===== src/rtl/rom_seq_pkg.sv =====
// rtl/rom_seq_pkg.sv - shared types and default sizes for the ROM stream sequencer
//
// Purpose : sequencer state encoding and default ROM geometry.
// Contents: state_t       - IDLE / RUN / DRAIN
//           ROM_ADDR_W    - default ROM address width
//           ROM_DATA_W    - default ROM data width
//           ROM_DEPTH     - default number of populated ROM entries
//           SEQ_COUNT_W   - default width of the delivered-word counter
package rom_seq_pkg;

  typedef enum logic [1:0] {
    IDLE  = 2'd0,
    RUN   = 2'd1,
    DRAIN = 2'd2
  } state_t;

  localparam int ROM_ADDR_W  = 2;
  localparam int ROM_DATA_W  = 4;
  localparam int ROM_DEPTH   = 3;
  localparam int SEQ_COUNT_W = 8;

endpackage


===== src/rtl/rom_stream_sequencer.sv =====
// rtl/rom_stream_sequencer.sv - address walker and registered output stage for a combinational ROM
//
// Purpose : walks ROM addresses 0..DEPTH-1, captures each returned word into a
//           registered valid/ready stream. Supports one-shot, looping and abort.
// Ports   : clk           in   rising-edge clock
//           reset_n       in   asynchronous active-low reset
//           io_start      in   begin a pass (IDLE only)
//           io_loop       in   sampled with io_start; 1 = repeat until io_stop
//           io_stop       in   abort request (RUN only)
//           io_rom_addr   out  ROM address (addr_q in RUN, else 0)
//           io_rom_data   in   ROM word for io_rom_addr, same cycle
//           io_out_valid  out  output word valid
//           io_out_ready  in   consumer accepts word
//           io_out_bits   out  registered ROM word
//           io_out_last   out  word came from address DEPTH-1
//           io_busy       out  state != IDLE
//           io_done       out  one-cycle pulse when a pass or abort completes
//           io_count      out  accepted words since reset, wraps
module rom_stream_sequencer
  import rom_seq_pkg::*;
#(
  parameter int ADDR_W  = ROM_ADDR_W,
  parameter int DATA_W  = ROM_DATA_W,
  parameter int DEPTH   = ROM_DEPTH,
  parameter int COUNT_W = SEQ_COUNT_W
) (
  input  logic               clk,
  input  logic               reset_n,
  input  logic               io_start,
  input  logic               io_loop,
  input  logic               io_stop,
  output logic [ADDR_W-1:0]  io_rom_addr,
  input  logic [DATA_W-1:0]  io_rom_data,
  output logic               io_out_valid,
  input  logic               io_out_ready,
  output logic [DATA_W-1:0]  io_out_bits,
  output logic               io_out_last,
  output logic               io_busy,
  output logic               io_done,
  output logic [COUNT_W-1:0] io_count
);

  localparam logic [ADDR_W-1:0] LAST_ADDR = ADDR_W'(DEPTH - 1);

  state_t              state_q;
  logic [ADDR_W-1:0]   addr_q;
  logic                loop_q;
  logic                out_valid_q;
  logic [DATA_W-1:0]   out_bits_q;
  logic                out_last_q;
  logic                done_q;
  logic [COUNT_W-1:0]  count_q;

  logic handshake;
  logic load;
  logic at_last;

  assign handshake = out_valid_q && io_out_ready;
  // A word is captured only while running, not aborting, and the output
  // register is empty or being emptied this cycle (keeps full throughput).
  assign load      = (state_q == RUN) && !io_stop && (!out_valid_q || io_out_ready);
  assign at_last   = (addr_q == LAST_ADDR);

  always_ff @(posedge clk or negedge reset_n) begin
    if (!reset_n) begin
      state_q     <= IDLE;
      addr_q      <= '0;
      loop_q      <= 1'b0;
      out_valid_q <= 1'b0;
      out_bits_q  <= '0;
      out_last_q  <= 1'b0;
      done_q      <= 1'b0;
      count_q     <= '0;
    end else begin
      done_q <= 1'b0;

      if (handshake) begin
        count_q <= count_q + COUNT_W'(1);
      end

      if (load) begin
        out_bits_q  <= io_rom_data;
        out_last_q  <= at_last;
        out_valid_q <= 1'b1;
        addr_q      <= at_last ? '0 : addr_q + ADDR_W'(1);
      end else if (handshake) begin
        out_valid_q <= 1'b0;
      end

      case (state_q)
        IDLE: begin
          if (io_start) begin
            state_q <= RUN;
            addr_q  <= '0;
            loop_q  <= io_loop;
          end
        end
        RUN: begin
          // Abort keeps whatever word is held; DRAIN delivers it.
          if (io_stop) begin
            state_q <= DRAIN;
          end else if (load && at_last && !loop_q) begin
            state_q <= DRAIN;
          end
        end
        DRAIN: begin
          if (!out_valid_q || io_out_ready) begin
            state_q <= IDLE;
            done_q  <= 1'b1;
          end
        end
        default: begin
          state_q <= IDLE;
        end
      endcase
    end
  end

  assign io_rom_addr  = (state_q == RUN) ? addr_q : '0;
  assign io_out_valid = out_valid_q;
  assign io_out_bits  = out_bits_q;
  assign io_out_last  = out_last_q;
  assign io_busy      = (state_q != IDLE);
  assign io_done      = done_q;
  assign io_count     = count_q;

  // Unpopulated ROM entries return garbage, so they must never be addressed.
  a_addr_in_range : assert property (@(posedge clk) disable iff (!reset_n)
    (state_q == RUN) |-> ({1'b0, io_rom_addr} < (ADDR_W + 1)'(DEPTH)));

  a_done_single : assert property (@(posedge clk) disable iff (!reset_n)
    done_q |=> !done_q);

endmodule


===== config.mk =====
export PLATFORM = sky130hd
export DESIGN_NAME = rom_stream_sequencer
export DESIGN_NICKNAME = d
export VERILOG_FILES = /design/src/rtl/rom_seq_pkg.sv /design/src/rtl/rom_stream_sequencer.sv
export SDC_FILE = /design/constraint.sdc
export NUM_CORES = 1
export LEC_CHECK = 0
export ABC_AREA = 1
export CORE_UTILIZATION = 53
export DETAILED_ROUTE_END_ITERATION = 16
export DONT_BUFFER_PORTS = 1
export PLACE_DENSITY_LB_ADDON = 0.05
export SLEW_MARGIN = 20
export SYNTH_ARGS = -nofsm -noshare
export SYNTH_HDL_FRONTEND = slang
export SYNTH_SLANG_ARGS = --single-unit

===== constraint.sdc =====
create_clock -name clk -period 3.2 [get_ports clk]
set_clock_uncertainty 0.2 [all_clocks]
set_input_delay 0.16 -clock clk [delete_from_list [all_inputs] [get_ports clk]]
set_output_delay 0.16 -clock clk [all_outputs]
set_load 0.02 [all_outputs]

Word-level counts from Yosys, hierarchy flattened --
Cells that the tools add are included.
Storage, ports and cells: register bits 20, input bits 10, output and inout bits 18, word-level logic and storage cells 44
Cells by class: add/subtract/negate cells 2, eq/ne operators 6, multiplexer cells 14, reductions and logical operators 14
Operators by type and width (number):
- $mux W2 | 9
- $add A8 B1 Y8 const B | 1
- $pmux W2 S3 | 1
- $logic_and A1 B1 Y1 | 5
- $eq A2 B2 Y1 const B | 2
- $mux W1 | 4
- $ne A2 B2 Y1 const B | 2
- $reduce_bool A2 Y1 | 2
- $logic_not A1 Y1 | 3
- $ne A3 B2 Y1 const B | 1
- $reduce_and A3 Y1 | 1
- $add A2 B1 Y2 const B | 1
- $eq A2 B1 Y1 const B | 1
- $logic_not A2 Y1 | 1
- $reduce_and A2 Y1 | 1
- $logic_or A1 B1 Y1 | 1

Depth between registers and ports, before layout --
Gate-level depths: netlist (run 1).
depth after elaboration 8, depth in mapped cells 7, gate-level depth less buffers 7

Worst setup path before layout (run 1) --
OpenSTA, ideal clock, no wires.
path type reg-to-reg, from register count_q[0] (netlist: io_count[0]), to register count_q[6] (netlist: io_count[6]), library setup time 131 ps, arrival time 1085 ps, data required time 2869 ps, setup slack 1784 ps, cell stages (with the launch flop) 6, path buffers 0, period minus slack after synthesis 1416 ps, cells stage by stage dfrtp_1 -> ha_1 -> nand2_4 -> nor2_4 -> nand2_1 -> xnor2_1
On the way: word-level cells in the longest chain between the ends 1
Ends and longest elaborated chain:
- start: declaration | line rom_stream_sequencer.sv:52 | logic [COUNT_W-1:0] count_q;
- start signal: assignment | line rom_stream_sequencer.sv:78 | count_q <= count_q + COUNT_W'(1);
- $add A8 B1 Y8 | line rom_stream_sequencer.sv:78
No other way between the ends. A chain may end at the register's enable or synchronous reset.

Final worst setup path (run 1) --
from register out_valid_q (netlist: io_out_valid), to register out_bits_q[3] (netlist: io_out_bits[3])
On the way: word-level cells in the longest chain between the ends 3
Ends and longest elaborated chain:
- start: declaration | line rom_stream_sequencer.sv:48 | logic out_valid_q;
- start signal: assignment | line rom_stream_sequencer.sv:69 | out_valid_q <= 1'b0;
- start signal: assignment | line rom_stream_sequencer.sv:84 | out_valid_q <= 1'b1;
- start signal: assignment | line rom_stream_sequencer.sv:87 | out_valid_q <= 1'b0;
- $logic_not A1 Y1 | line rom_stream_sequencer.sv:61 | assign load = (state_q == RUN) && !io_stop && (!out_valid_q || io_out_ready);
- $logic_or A1 B1 Y1 | line rom_stream_sequencer.sv:61
- $logic_and A1 B1 Y1 | line rom_stream_sequencer.sv:61
- end signal: assignment | line rom_stream_sequencer.sv:82 | out_bits_q <= io_rom_data;
- end: declaration | line rom_stream_sequencer.sv:49 | logic [DATA_W-1:0] out_bits_q;
No other way between the ends.

==> results of run 1 <==
report_power, final:
group | leakage [uW] | switching, uW | internal [uW]
sequential | 0.000254 | 170 | 344
combinational | 0.000328 | 186 | 146
clock | 0.0000279 | 76.8 | 127
total | 0.000609 | 433 | 617
state kept, by name, summed over array words and instances, names as in the netlist:
name          cells
io_count          8
io_out_bits       4
addr_q            2
state_q           2
io_done           1
io_out_last       1
io_out_valid      1
loop_q            1
placed cells by master (no fill, tap or decap), drive strengths merged, types with 2 or more instances in the layout:
master and instances:
a21oi 3, nor2 11, xor2 2, xnor2 4, dfrtp 20, dlygate4sd3 15, o21ai 2, clkbuf 3
inv 12, nand2 35, clkinv 2, nand3 4, nand4 2
cell families after synthesis:
logic type      share of synthesized area, %
flops                                   53.6
fa+ha+maj                               1.34
buf+inv                                 6.30
compound gates                          2.68
xor+xnor                                6.44
simple gates                            29.6
Yosys cell counts:
master    count
a21oi_1       3
and3_1        1
clkinv_2      1
clkinv_4      1
dfrtp_1      20
ha_1          1
inv_1        10
inv_2         2
nand2_1      29
nand2_2       4
nand2_4       2
nand3_1       3
nand3_4       1
nand4_1       2
nor2_1        8
nor2_4        3
nor3_1        1
o21ai_1       2
xnor2_1       3
xnor2_2       1
xor2_1        2
layer usage:
layer	GRT usage, %	vias to the layer above	wire [um]
met5	0	-	0
met4	9.09	0	13
met3	4.58	2	77
met2	33.1	18	848
met1	24.2	303	703
li1	-	343	-
final timing paths:
| check | from | to | slack, ns | cells after the start |
|---|---|---|---|---|
| setup / recovery | io_out_valid | io_out_bits[3] | 1.29 | 6 |
| hold / removal | io_start | addr_q[1] | 0.02 | 3 |
| setup reg to reg | io_out_valid | io_out_bits[3] | 1.29 | 6 |
| hold reg to reg | addr_q[1] | addr_q[1] | 0.34 | 2 |
| max in group asynchronous | reset_n | io_done | 2.06 | 1 |
| min in group asynchronous | reset_n | io_count[4] | 0.21 | 1 |
per-stage QoR:
stage / cells / utilization, % / total power, uW
2_1_floorplan: 100 / - / 725
3_3_place_gp: 116 / 60.5 / 767
3_5_place_dp: 116 / 60.5 / 777
4_1_cts: 135 / 73.3 / 1050
5_1_grt: 135 / 73.3 / 1120
6_report: 135 / 73.3 / 1050
tightest hold or removal path, delay by kind of cell:
| kind | cells | cell delay (ns) |
|---|---|---|
| compound gates | 1 | 0.09 |
| simple gates | 2 | 0.23 |
what timing repair did:
| action | in CTS | in global routing |
|---|---|---|
| endpoints found under the hold margin | 34 | 0 |
| hold buffers | 15 | 0 |
| gates resized for setup | 0 | 0 |
area by class of cell:
type                    count  area share, %
inverters                  14           5.09
well taps                  16           1.73
repair buffers             15           13.0
clock inverters             1           2.60
clock buffers               3           1.95
flip-flops and latches     20           43.3
multi-input cells          66           32.4
==> impl_metrics.csv, run 1 <==
group,metric,value,unit
status,status,"complete, but fails checks",
status,violations,"DRC",
clock_network,clk_latency,0.30,ns
synth,netlist_top_cells_area,"dfrtp_1 (54%), nand2_1 (12%), inv_1 (4.0%)",
floorplan,initial_core_util,59.2,%
timing,max_freq,0.524,GHz
placement,dp_hpwl,1080,um
detailed_routing,drt_iter0_drc,17,
detailed_routing,remaining_drc_errors,2,
power_and_ir_drop,leakage,0.000609,uW
floorplan,die_w,44.0,um
timing,drv_slew,0,
detailed_routing,via_count,666,
critical_path,worstSetupStartpointType,"register",
timing,holdWs,0.0227,ns
placement,port_buffers,0,
timing,period_needed,1.91,ns
layout,regArea,500,um^2
critical_path,cp_slowest_cell,"dlygate4sd3_1",
placement,pre_cts_slack,1.71,ns
layout,num_antenna_cells,0,
placement,place_area,953,um^2
synth,synth_warnings,0,
timing,timing.final.crit_share,59.6,%
clock_network,cts.path.max_buffers,2,
flow_run,cap_viol_max_count,0,
global_route,grt_overflow,0,
critical_path,cp.arrival,1.90,ns
floorplan,coreArea,0.00158,mm^2
critical_path,worst-path-buf-inv,2,
clock_network,numCtsBuffers,3,
timing,worst_slew_pin_slew,0.869,ns
synth,synth_cells,100,
clock_network,cts_sinks,20,
layout,nFillCells,119,
synth,ys_seq_elements,20,
detailed_routing,dr.pass1.iters,10,
layout,design_area,0.00116,mm^2
floorplan,pin_count,28,
global_route,grt_antenna_before_repair,0,
synth,yosysTopAreaCell,"dfrtp_1",
critical_path,worstSetupEndpointType,"register",
global_route,grt_max_degree,21,
power_and_ir_drop,ir_drop,696,uV
synth,syn-num-nets,111,
synth,postSynthAreaPerCell,9.33,um^2
layout,area_growth,23.9,%
detailed_routing,viasPerCell,4.93,
clock_network,cts_tree,"done",
timing,relSlewSlack,41.8,%
synth,syn-cell-area,933,um^2
critical_path,crit_type,"reg2reg",
timing,final_hold_viol_count,0,
global_route,grt_pass1_vias,659,
floorplan,die_y,44.0,um
floorplan,fp-row-count,14,
power_and_ir_drop,power_per_cell_area,909,mW/mm^2
global_route,grt_pass1_wl,2720,um
critical_path,crit_family,"buffers and inverters",
floorplan,die_area,0.00193,mm^2
critical_path,max_stage_delay,0.56,ns
timing,setup_slack,1.29,ns
detailed_routing,wl_per_cell,12.2,um
critical_path,crit_top_cell,"nand2_1",
timing,finalSetupViolCount,0,
critical_path,crit_fanout,9,
clock_network,h-tree-depth,1,
timing,tns,0,ns
clock_network,cts_setup_buffers,0,
detailed_routing,antenna_left,0,
synth,synth_cell_types,21,
critical_path,cp.required,3.19,ns
detailed_routing,wirelength,1640,um
global_route,grtUsageTotal,19.8,%
placement,gp_congestion,0.692,
clock_network,cts_root_buffer,"clkbuf_4",
hold_path,worst_hold_path_type,"in2reg",
layout,multiInputGateArea,374,um^2
timing,grt_setup_unrepaired,"no",
clock_network,clk_pin_slew_worst_paths,0.11,ns
synth,synth-seq-area-share,53.6,%
layout,drive_gt1_share,16.0,%
synth,yosysTopAreaCellShare,53.6,%
critical_path,crit_chain,"nand2_2, nand2_4, clkinv_4, nand2_1, nand2_1, dlygate4sd3_1",
layout,fin_nets,131,
No activity file was read; power rests on OpenSTA's default activity.
==> run 2, diff against run 1 <==
ABC_AREA = 0   (was 1)
clock period = 1.8 ns   (was 3.2 ns; I/O delays follow)
==> impl_metrics.csv, run 2 <==
group,metric,value,unit
floorplan,die_y,42.7,um
timing,tns,0,ns
synth,yosysTopAreaCellShare,57.0,%
detailed_routing,drt_iter0_drc,6,
global_route,grt_pass1_vias,628,
critical_path,crit_fanout,6,
floorplan,fp-row-count,14,
status,status,"completed",
timing,worst_slew_pin_slew,0.907,ns
power_and_ir_drop,p_clk_share,14.7,%
clock_network,cts_tree,"done",
critical_path,crit_chain,"or3b_4, or4_1, a21oi_1",
placement,gp_congestion,0.747,
critical_path,crit_type,"reg2reg",
power_and_ir_drop,p_total,1740,uW
synth,syn-num-nets,86,
timing,drv_slew,0,
placement,place_area,951,um^2
timing,max_freq,0.595,GHz
clock_network,h-tree-depth,1,
clock_network,numCtsBuffers,3,
hold_path,worst_hold_path_type,"in2async",
critical_path,cp.required,1.83,ns
global_route,grt_antenna_before_repair,0,
layout,drive_gt1_share,20.0,%
global_route,grt_pass1_wl,2650,um
placement,port_buffers,0,
floorplan,die_w,42.7,um
layout,num_antenna_cells,0,
detailed_routing,antenna_left,0,
synth,ys_seq_elements,20,
critical_path,worstSetupStartpointType,"register",
timing,grt_setup_unrepaired,"no",
synth,synth_warnings,0,
power_and_ir_drop,comb_power_share,38.1,%
critical_path,crit_family,"simple AND/OR/NAND/NOR gates",
detailed_routing,via_count,629,
detailed_routing,dr.pass1.iters,4,
clock_network,clk_pin_slew_worst_paths,0.11,ns
detailed_routing,remaining_drc_errors,0,
detailed_routing,wl_per_cell,14.3,um
power_and_ir_drop,power_switching,679,uW
critical_path,worstSetupEndpointType,"register",
critical_path,worst-path-buf-inv,0,
critical_path,cp.arrival,1.71,ns
timing,finalSetupViolCount,0,
flow_run,cap_viol_max_count,0,
floorplan,coreArea,0.00152,mm^2
synth,ys_top_cells_by_count,"dfrtp_1 (20), mux2_2 (6), xnor2_1 (6), nand2_1 (5), o21ai_0 (5)",
synth,netlist_top_cells_area,"dfrtp_1 (57%), mux2_2 (7.7%), xnor2_1 (6.0%)",
power_and_ir_drop,intPower,1060,uW
layout,design_area,0.00108,mm^2
clock_network,clk_latency,0.29,ns
synth,syn-cell-area,878,um^2
power_and_ir_drop,power_per_cell_area,1610,mW/mm^2
floorplan,initial_core_util,57.6,%
synth,synth_cell_types,24,
critical_path,max_stage_delay,0.44,ns
timing,period_needed,1.68,ns
synth,ys_async_sr_fraction,100,%
layout,final_common_cell,"dfrtp_1",
synth,ys.flop_type,"dfrtp_1",
critical_path,cp_slowest_cell,"dfrtp_1",
global_route,grt_overflow,0,
synth,yosysTopAreaCell,"dfrtp_1",
power_and_ir_drop,netSwitchingFraction,39.1,%
power_and_ir_drop,seqPwrFrac,47.2,%
timing,holdWs,0.158,ns
layout,fin_nets,107,
power_and_ir_drop,ir_drop,966,uV
global_route,grt_max_degree,21,
layout,nFillCells,119,
floorplan,pin_count,28,
global_route,grtUsageTotal,19.7,%
power_and_ir_drop,leakage,0.000484,uW
detailed_routing,viasPerCell,5.67,
clock_network,cts_root_buffer,"clkbuf_4",
synth,synth.most_common_cell,"dfrtp_1",
timing,final_hold_viol_count,0,
timing,timing.final.crit_share,93.4,%
timing,relSlewSlack,39.3,%
floorplan,die_area,0.00182,mm^2
layout,largest_reg_flops,8,
critical_path,crit_cells,3,
clock_network,cts_sinks,20,
synth,synth-edff-count,0,
synth,postSynthAreaPerCell,11.7,um^2
synth,synth_cells,75,
layout,area_growth,22.6,%
layout,layout_common_cells,"dfrtp_1 (20), dlygate4sd3_1 (9), buf_4 (7)",
detailed_routing,wirelength,1580,um
clock_network,cts.path.max_buffers,2,
synth,synth-seq-area-share,57.0,%
critical_path,r2r_cells,3,
clock_network,cts_resized,0,
placement,dp_hpwl,1070,um
==> run 2: changes by cell type in the layout (fill, tap and decap cells not counted), moves of 4 or more <==
cell,before,now
buf_4,0,7
nand2b_1,0,4
mux2_2,0,6
inv_1,10,3
nand2_1,29,5
nand2_2,4,0
nor2_1,8,4
dlygate4sd3_1,15,9
o21ai_0,0,5
==> run 2: layer usage <==
layer / vias to the layer above / GRT usage [%] / part of all wire (%)
li1: 300 / - / -
met1: 303 / 25.6 / 48
met2: 22 / 30.3 / 44
met3: 4 / 5.11 / 6.1
met4: 0 / 10.0 / 1.6
met5: - / 0 / 0
==> run 2: final timing paths <==
| path | slack, ns | endpoint | start |
|---|---|---|---|
| max | 0.12 | addr_q[0] | state_q[1] |
| min | 0.16 | loop_q | reset_n |
| max reg2reg | 0.12 | addr_q[0] | state_q[1] |
| min reg2reg | 0.32 | loop_q | loop_q |
| max in group asynchronous | 0.69 | io_out_last | reset_n |
| min in group clk | 0.28 | io_out_bits[0] | io_rom_data[0] |
==> run 2: timing repair <==
action                                 CTS  global route
buffers inserted                         0             0
endpoints found under the hold margin   39             0
hold buffers                             9             0
==> run 2: power groups by stage <==
| stage | Sequential (uW) | Clock (uW) | Combinational (uW) |
|---|---|---|---|
| after global routing | 845 | 271 | 729 |
| after detailed placement | 829 | 0 | 634 |
| final | 820 | 256 | 662 |
| after global placement | 824 | 0 | 623 |
| after floorplan | 919 | 0 | 334 |
| after CTS | 819 | 265 | 661 |
==> run 2: cell families after synthesis <==
logic type	share of synthesized area, %
buf+inv	1.28
xor+xnor	6.98
flops	57.0
mux	7.69
simple gates	19.2
fa+ha+maj	1.42
compound gates	6.41
==> run 2: area by class of cell <==
class	count	area, um^2	area share, %
Sequential cell	20	500	46.5
Multi-Input combinational cell	52	367	34.0
Timing Repair Buffer	16	143	13.2
Clock buffer	4	36.3	3.37
Tap cell	16	20.0	1.86
Inverter	3	11.3	1.05
==> run 2: stage by stage <==
step                util (%)  instances  setup slack, ns
finish                  70.7        111            0.119
global route            70.7        111           0.0404
CTS                     70.7        111            0.123
detailed placement      62.4         98            0.147
global placement        62.4         98            0.184
floorplan                  -         75            0.198
